## config.mk

```make
export PLATFORM = sky130hd
export DESIGN_NAME = mm_deskew_flat
export DESIGN_NICKNAME = d
export VERILOG_FILES = /design/src/rtl/mm_deskew_if.sv /design/src/rtl/mm_deskew.sv /design/src/flat_wrapper.sv
export SDC_FILE = /design/constraint.sdc
export NUM_CORES = 1
export LEC_CHECK = 0
export ABC_AREA = 1
export CORE_UTILIZATION = 25
export DETAILED_ROUTE_END_ITERATION = 8
export PLACE_DENSITY = 0.49
export SLEW_MARGIN = 20
export SYNTH_ARGS = -nofsm -noshare
export SYNTH_HDL_FRONTEND = slang
export SYNTH_SLANG_ARGS = --single-unit
```

## constraint.sdc

```tcl
create_clock -name clk -period 2.53 [get_ports clk]
set_input_delay 0.506 -clock clk [delete_from_list [all_inputs] [get_ports clk]]
set_output_delay 0.506 -clock clk [all_outputs]
set_load 0.01 [all_outputs]
```

## src/rtl/mm_deskew_if.sv

```systemverilog
// Stream interface for mm_deskew: skewed row input plus aligned valid/ready output.
// The slave modport is the deskew block; the master modport is the array/consumer side.
interface mm_deskew_if #(
  parameter int D_W   = 8,
  parameter int LANES = 4,
  parameter int DEPTH = 4
);
  logic                     in_valid;
  logic [LANES*D_W-1:0]     in_data;
  logic                     out_valid;
  logic                     out_ready;
  logic [LANES*D_W-1:0]     out_data;
  logic [$clog2(DEPTH):0]   level;
  logic                     overflow;

  modport master (
    output in_valid, in_data, out_ready,
    input  out_valid, out_data, level, overflow
  );

  modport slave (
    input  in_valid, in_data, out_ready,
    output out_valid, out_data, level, overflow
  );
endinterface

```

## src/rtl/mm_deskew.sv

```systemverilog
// Undoes the per-lane output skew of the systolic array and queues each aligned
// row in a small first-word-fall-through FIFO; overflow drops the word and sets a sticky flag.
module mm_deskew #(
  parameter int D_W   = 8,
  parameter int LANES = 4,
  parameter int DEPTH = 4
) (
  input  logic         clk,
  input  logic         rst_n,
  mm_deskew_if.slave   bus
);
  localparam int W  = LANES * D_W;
  localparam int AW = $clog2(DEPTH);

  logic [W-1:0]       aligned;
  logic [LANES-2:0]   vpipe;
  logic               push;
  logic               pop;
  logic               wr_en;
  logic               full;
  logic [W-1:0]       mem [DEPTH];
  logic [AW-1:0]      wr_ptr;
  logic [AW-1:0]      rd_ptr;
  logic [AW:0]        count;
  logic               ovf_q;

  // Lane k waits LANES-1-k cycles so every lane of a row lines up with the last lane.
  for (genvar k = 0; k < LANES - 1; k++) begin : g_lane
    localparam int N = LANES - 1 - k;
    logic [D_W-1:0] stage [N];

    always_ff @(posedge clk) begin
      stage[0] <= bus.in_data[k*D_W +: D_W];
      for (int s = 1; s < N; s++) begin
        stage[s] <= stage[s-1];
      end
    end

    assign aligned[k*D_W +: D_W] = stage[N-1];
  end

  assign aligned[(LANES-1)*D_W +: D_W] = bus.in_data[(LANES-1)*D_W +: D_W];

  always_ff @(posedge clk or negedge rst_n) begin
    if (!rst_n) begin
      vpipe <= '0;
    end else begin
      vpipe[0] <= bus.in_valid;
      for (int s = 1; s < LANES - 1; s++) begin
        vpipe[s] <= vpipe[s-1];
      end
    end
  end

  assign push  = vpipe[LANES-2];
  assign full  = (count == (AW+1)'(DEPTH));
  assign pop   = (count != '0) && bus.out_ready;
  // A full FIFO still accepts a word when the head leaves in the same cycle.
  assign wr_en = push && (!full || pop);

  always_ff @(posedge clk) begin
    if (wr_en) begin
      mem[wr_ptr] <= aligned;
    end
  end

  always_ff @(posedge clk or negedge rst_n) begin
    if (!rst_n) begin
      wr_ptr <= '0;
      rd_ptr <= '0;
      count  <= '0;
      ovf_q  <= 1'b0;
    end else begin
      if (wr_en) begin
        wr_ptr <= wr_ptr + AW'(1);
      end
      if (pop) begin
        rd_ptr <= rd_ptr + AW'(1);
      end
      case ({wr_en, pop})
        2'b10:   count <= count + (AW+1)'(1);
        2'b01:   count <= count - (AW+1)'(1);
        default: count <= count;
      endcase
      if (push && !wr_en) begin
        ovf_q <= 1'b1;
      end
    end
  end

  assign bus.out_valid = (count != '0);
  assign bus.out_data  = (count != '0) ? mem[rd_ptr] : '0;
  assign bus.level     = count;
  assign bus.overflow  = ovf_q;
endmodule

```

## src/flat_wrapper.sv

```systemverilog
// flat-port wrapper written by rule: the top's interface ports become plain ports
module mm_deskew_flat 
#(
  parameter int D_W   = 8,
  parameter int LANES = 4,
  parameter int DEPTH = 4
)
  (clk, rst_n, bus_in_valid, bus_in_data, bus_out_ready, bus_out_valid, bus_out_data, bus_level, bus_overflow);
  mm_deskew_if #(.D_W(D_W), .LANES(LANES), .DEPTH(DEPTH)) bus_i ();
  input  logic clk;
  input  logic rst_n;
  input wire logic [$bits(bus_i.in_valid)-1:0] bus_in_valid;
  input wire logic [$bits(bus_i.in_data)-1:0] bus_in_data;
  input wire logic [$bits(bus_i.out_ready)-1:0] bus_out_ready;
  output wire logic [$bits(bus_i.out_valid)-1:0] bus_out_valid;
  output wire logic [$bits(bus_i.out_data)-1:0] bus_out_data;
  output wire logic [$bits(bus_i.level)-1:0] bus_level;
  output wire logic [$bits(bus_i.overflow)-1:0] bus_overflow;
  assign bus_i.in_valid = bus_in_valid;
  assign bus_i.in_data = bus_in_data;
  assign bus_i.out_ready = bus_out_ready;
  assign bus_out_valid = bus_i.out_valid;
  assign bus_out_data = bus_i.out_data;
  assign bus_level = bus_i.level;
  assign bus_overflow = bus_i.overflow;
  mm_deskew #(.D_W(D_W), .LANES(LANES), .DEPTH(DEPTH)) u_core (.clk(clk), .rst_n(rst_n), .bus(bus_i));
endmodule
```

==> impl_metrics.csv <==
group,metric,value,unit
yosys,ys_ff_latch,187,
floorplanning,die_h,163,um
detailed_routing,wl_per_cell,15.0,um
cts,clkLatencyLatePin,430,ps
floorplanning,initial_utilization,25.6,%
job,drv_cap,0,
power,power.density,1230,mW/mm^2
detailed_routing,drt_iter0_drc,170,
yosys,yosysWarnings,0,
yosys,syn_inst,487,
layout,syn2layout_area_growth,29.4,%
yosys,syn_nets,528,
timing,finClkSkew,10.8,ps
critical_path,critical_path_required,2020,ps
placed_design,place_congestion,0.686,
yosys,avgSynthCellArea,13.3,um^2
placed_design,io_buffers,72,
yosys,seq_area_frac_synth,78.2,%
critical_path,path_class,"flop to output pin",
cts,cts_tree,"done",
power,max-vdd-ir-drop,476,uV
critical_path,end_kind,"output pin",
detailed_routing,vias,3815,
critical_path,cp_max_fo,23,
power,p_total,0.0103,W
cts,htree_levels,4,
timing,finalHoldViolations,0,
detailed_routing,via_per_inst,4.16,
layout,final_nets,616,
detailed_routing,ant_nets,0,
floorplanning,die-area,0.0266,mm^2
cts,path_clk_slew,70,ps
timing,fmax,416,MHz
layout,drive_gt1_share,11.9,%
critical_path,crit_arrival,1900,ps
global_routing,grt_pass1_wl,21.6,mm
global_routing,grt_max_degree,37,
critical_path,critPathLaunchType,"flop",
timing,setup_violations,0,
worst_hold_path,hp-class,"flop to flop",
layout,antenna_cells,0,
global_routing,antenna_found_initial,0,
floorplanning,die_w,163,um
layout,final_cell_mix,"nor2_1, edfxtp_1, o21ai_1, dfxtp_1, clkdlybuf4s50_1",
timing,fin_crit_sh,95.0,%
yosys,synth_area,0.00650,mm^2
global_routing,gr-usage-all-layers,11.0,%
cts,clock-sinks,187,
timing,rsz0062_at_grt,"no",
timing,period_needed,2400,ps
layout,final_common_cell,"nor2_1",
placed_design,hpwl,8.42,mm
floorplanning,coreArea,0.0253,mm^2
timing,max_slew_margin,62.6,%
global_routing,gr-total-overflow,0,
cts,clk_path_buf_depth,2,
detailed_routing,drc_errors,0,
timing,worst_pin_slew,560,ps
timing,slew_viol_final,0,
cts,numCtsBuffers,17,
layout,utilization,33.2,%
power,leakage,3.04,nW
floorplanning,num_io_pins,73,
yosys,synth_cell_types,23,
detailed_routing,drtPass1Iterations,4,
global_routing,first_global_vias,3894,
worst_hold_path,hold_path_depth,0,
detailed_routing,drt-total-wl,13.8,mm
outcome,status,"finished clean",
floorplanning,row_count,58,
critical_path,r2r_cells,6,
cts,clock-root-buffer,"clkbuf_16",
==> cells in the mapped netlist (all sizes together) <==
| master | count | area share, % |
|---|---|---|
| o21bai | 1 | 0.12 |
| inv | 16 | 0.92 |
| dfxtp | 48 | 15 |
| dfrtp | 11 | 4.2 |
| xor2 | 3 | 0.40 |
| fa | 1 | 0.31 |
| nand2 | 9 | 0.71 |
| clkbuf | 6 | 0.44 |
| nand4 | 2 | 0.19 |
| edfxtp | 128 | 59 |
| a21oi | 34 | 2.6 |
| ha | 4 | 0.77 |
| buf | 18 | 2.0 |
| nand3 | 4 | 0.31 |
| nor2 | 137 | 8.0 |
| o21ai | 65 | 5.0 |
==> kinds of logic (layout without fill, tap and decap cells) <==
kind of cell               after synthesis  count (layout)  share of synthesized area [%]
DFF                                    187             187                           78.2
and+or+nand+nor                        152             152                           9.24
AOI/OAI and AO/OA                      100             100                           7.74
buffers and inverters                   40             141                           3.33
adders and majority gates                5               5                           1.08
xor gates and xnor gates                 3               3                          0.405
==> what timing repair did <==
action	CTS	global route
gates resized for setup	41	0
hold buffers	0	0
setup endpoints to repair	32	0
setup buffers	1	0
==> registers in the layout, indices dropped and copies added, names as in the netlist <==
name / cells
u_core.g_lane.stage: 48
u_core.vpipe: 3
u_core.bus.overflow: 1
u_core.rd_ptr: 2
u_core.mem: 128
u_core.wr_ptr: 2
u_core.bus.level: 3
==> path summary, 6_finish.rpt <==
| path | from | endpoint | slack, ps |
|---|---|---|---|
| min in group asynchronous | rst_n | u_core.vpipe[0]$_DFF_PN0_ | 430 |
| worst max-delay path | u_core.rd_ptr[0]$_DFFE_PN0P_ | bus_out_data[25] | 130 |
| worst min-delay path | u_core.g_lane[1].stage[0][4]$_DFF_P_ | u_core.g_lane[1].stage[0][12]$_DFF_P_ | 330 |
| worst min register to register | u_core.g_lane[1].stage[0][4]$_DFF_P_ | u_core.g_lane[1].stage[0][12]$_DFF_P_ | 330 |
| worst max register to register | u_core.bus.level[2]$_DFFE_PN0P_ | u_core.mem[1][16]$_DFFE_PP_ | 750 |
| max in group asynchronous | rst_n | u_core.rd_ptr[0]$_DFFE_PN0P_ | 1690 |
==> worst max-delay path, stage by stage (launching register included) <==
cell	delay, ps
dfrtp_2	450
buf_12	130
buf_16	170
nor2_1	60
nor2_1	70
o21ai_1	70
a21oi_1	210
dlygate4sd2_1	310
==> layer usage <==
layer | routed length, um | share of wire (%) | up-vias | global-route usage [%]
li1 | - | - | 1863 | -
met1 | 6400 | 46 | 1863 | 13.9
met2 | 6680 | 48 | 74 | 18.2
met3 | 482 | 3.5 | 15 | 2.77
met4 | 216 | 1.6 | 0 | 4.16
met5 | 0 | 0 | - | 0
==> per-stage QoR <==
stage	instance area, um^2	instances	worst slack, ps	setup TNS (ps)	hold WS, ps
2_1_floorplan	6500	487	-69.2	-8860	210
3_3_place_gp	7760	884	253	0	311
3_5_place_dp	7760	884	234	0	312
4_1_cts	8410	918	105	0	329
5_1_grt	8410	918	7.85	0	337
6_report	8410	918	127	0	327
==> area by class of cell <==
| cell class | count | area [um^2] |
|---|---|---|
| tap | 330 | 413 |
| sequential | 187 | 5080 |
| fill | 2469 | 16900 |
| clock buffer | 21 | 493 |
| clock inverter | 11 | 121 |
| timing repair buffer | 93 | 991 |
| multi-input combinational | 260 | 1240 |
| inverter | 16 | 62.6 |
==> report_power, final <==
| part | total [W] | switching, W | internal (W) |
|---|---|---|---|
| Combinational | 0.00365 | 0.00216 | 0.00148 |
| Clock | 0.00270 | 0.00116 | 0.00153 |
| Sequential | 0.00400 | 0.000186 | 0.00382 |
(Power assumes the default switching activity.)
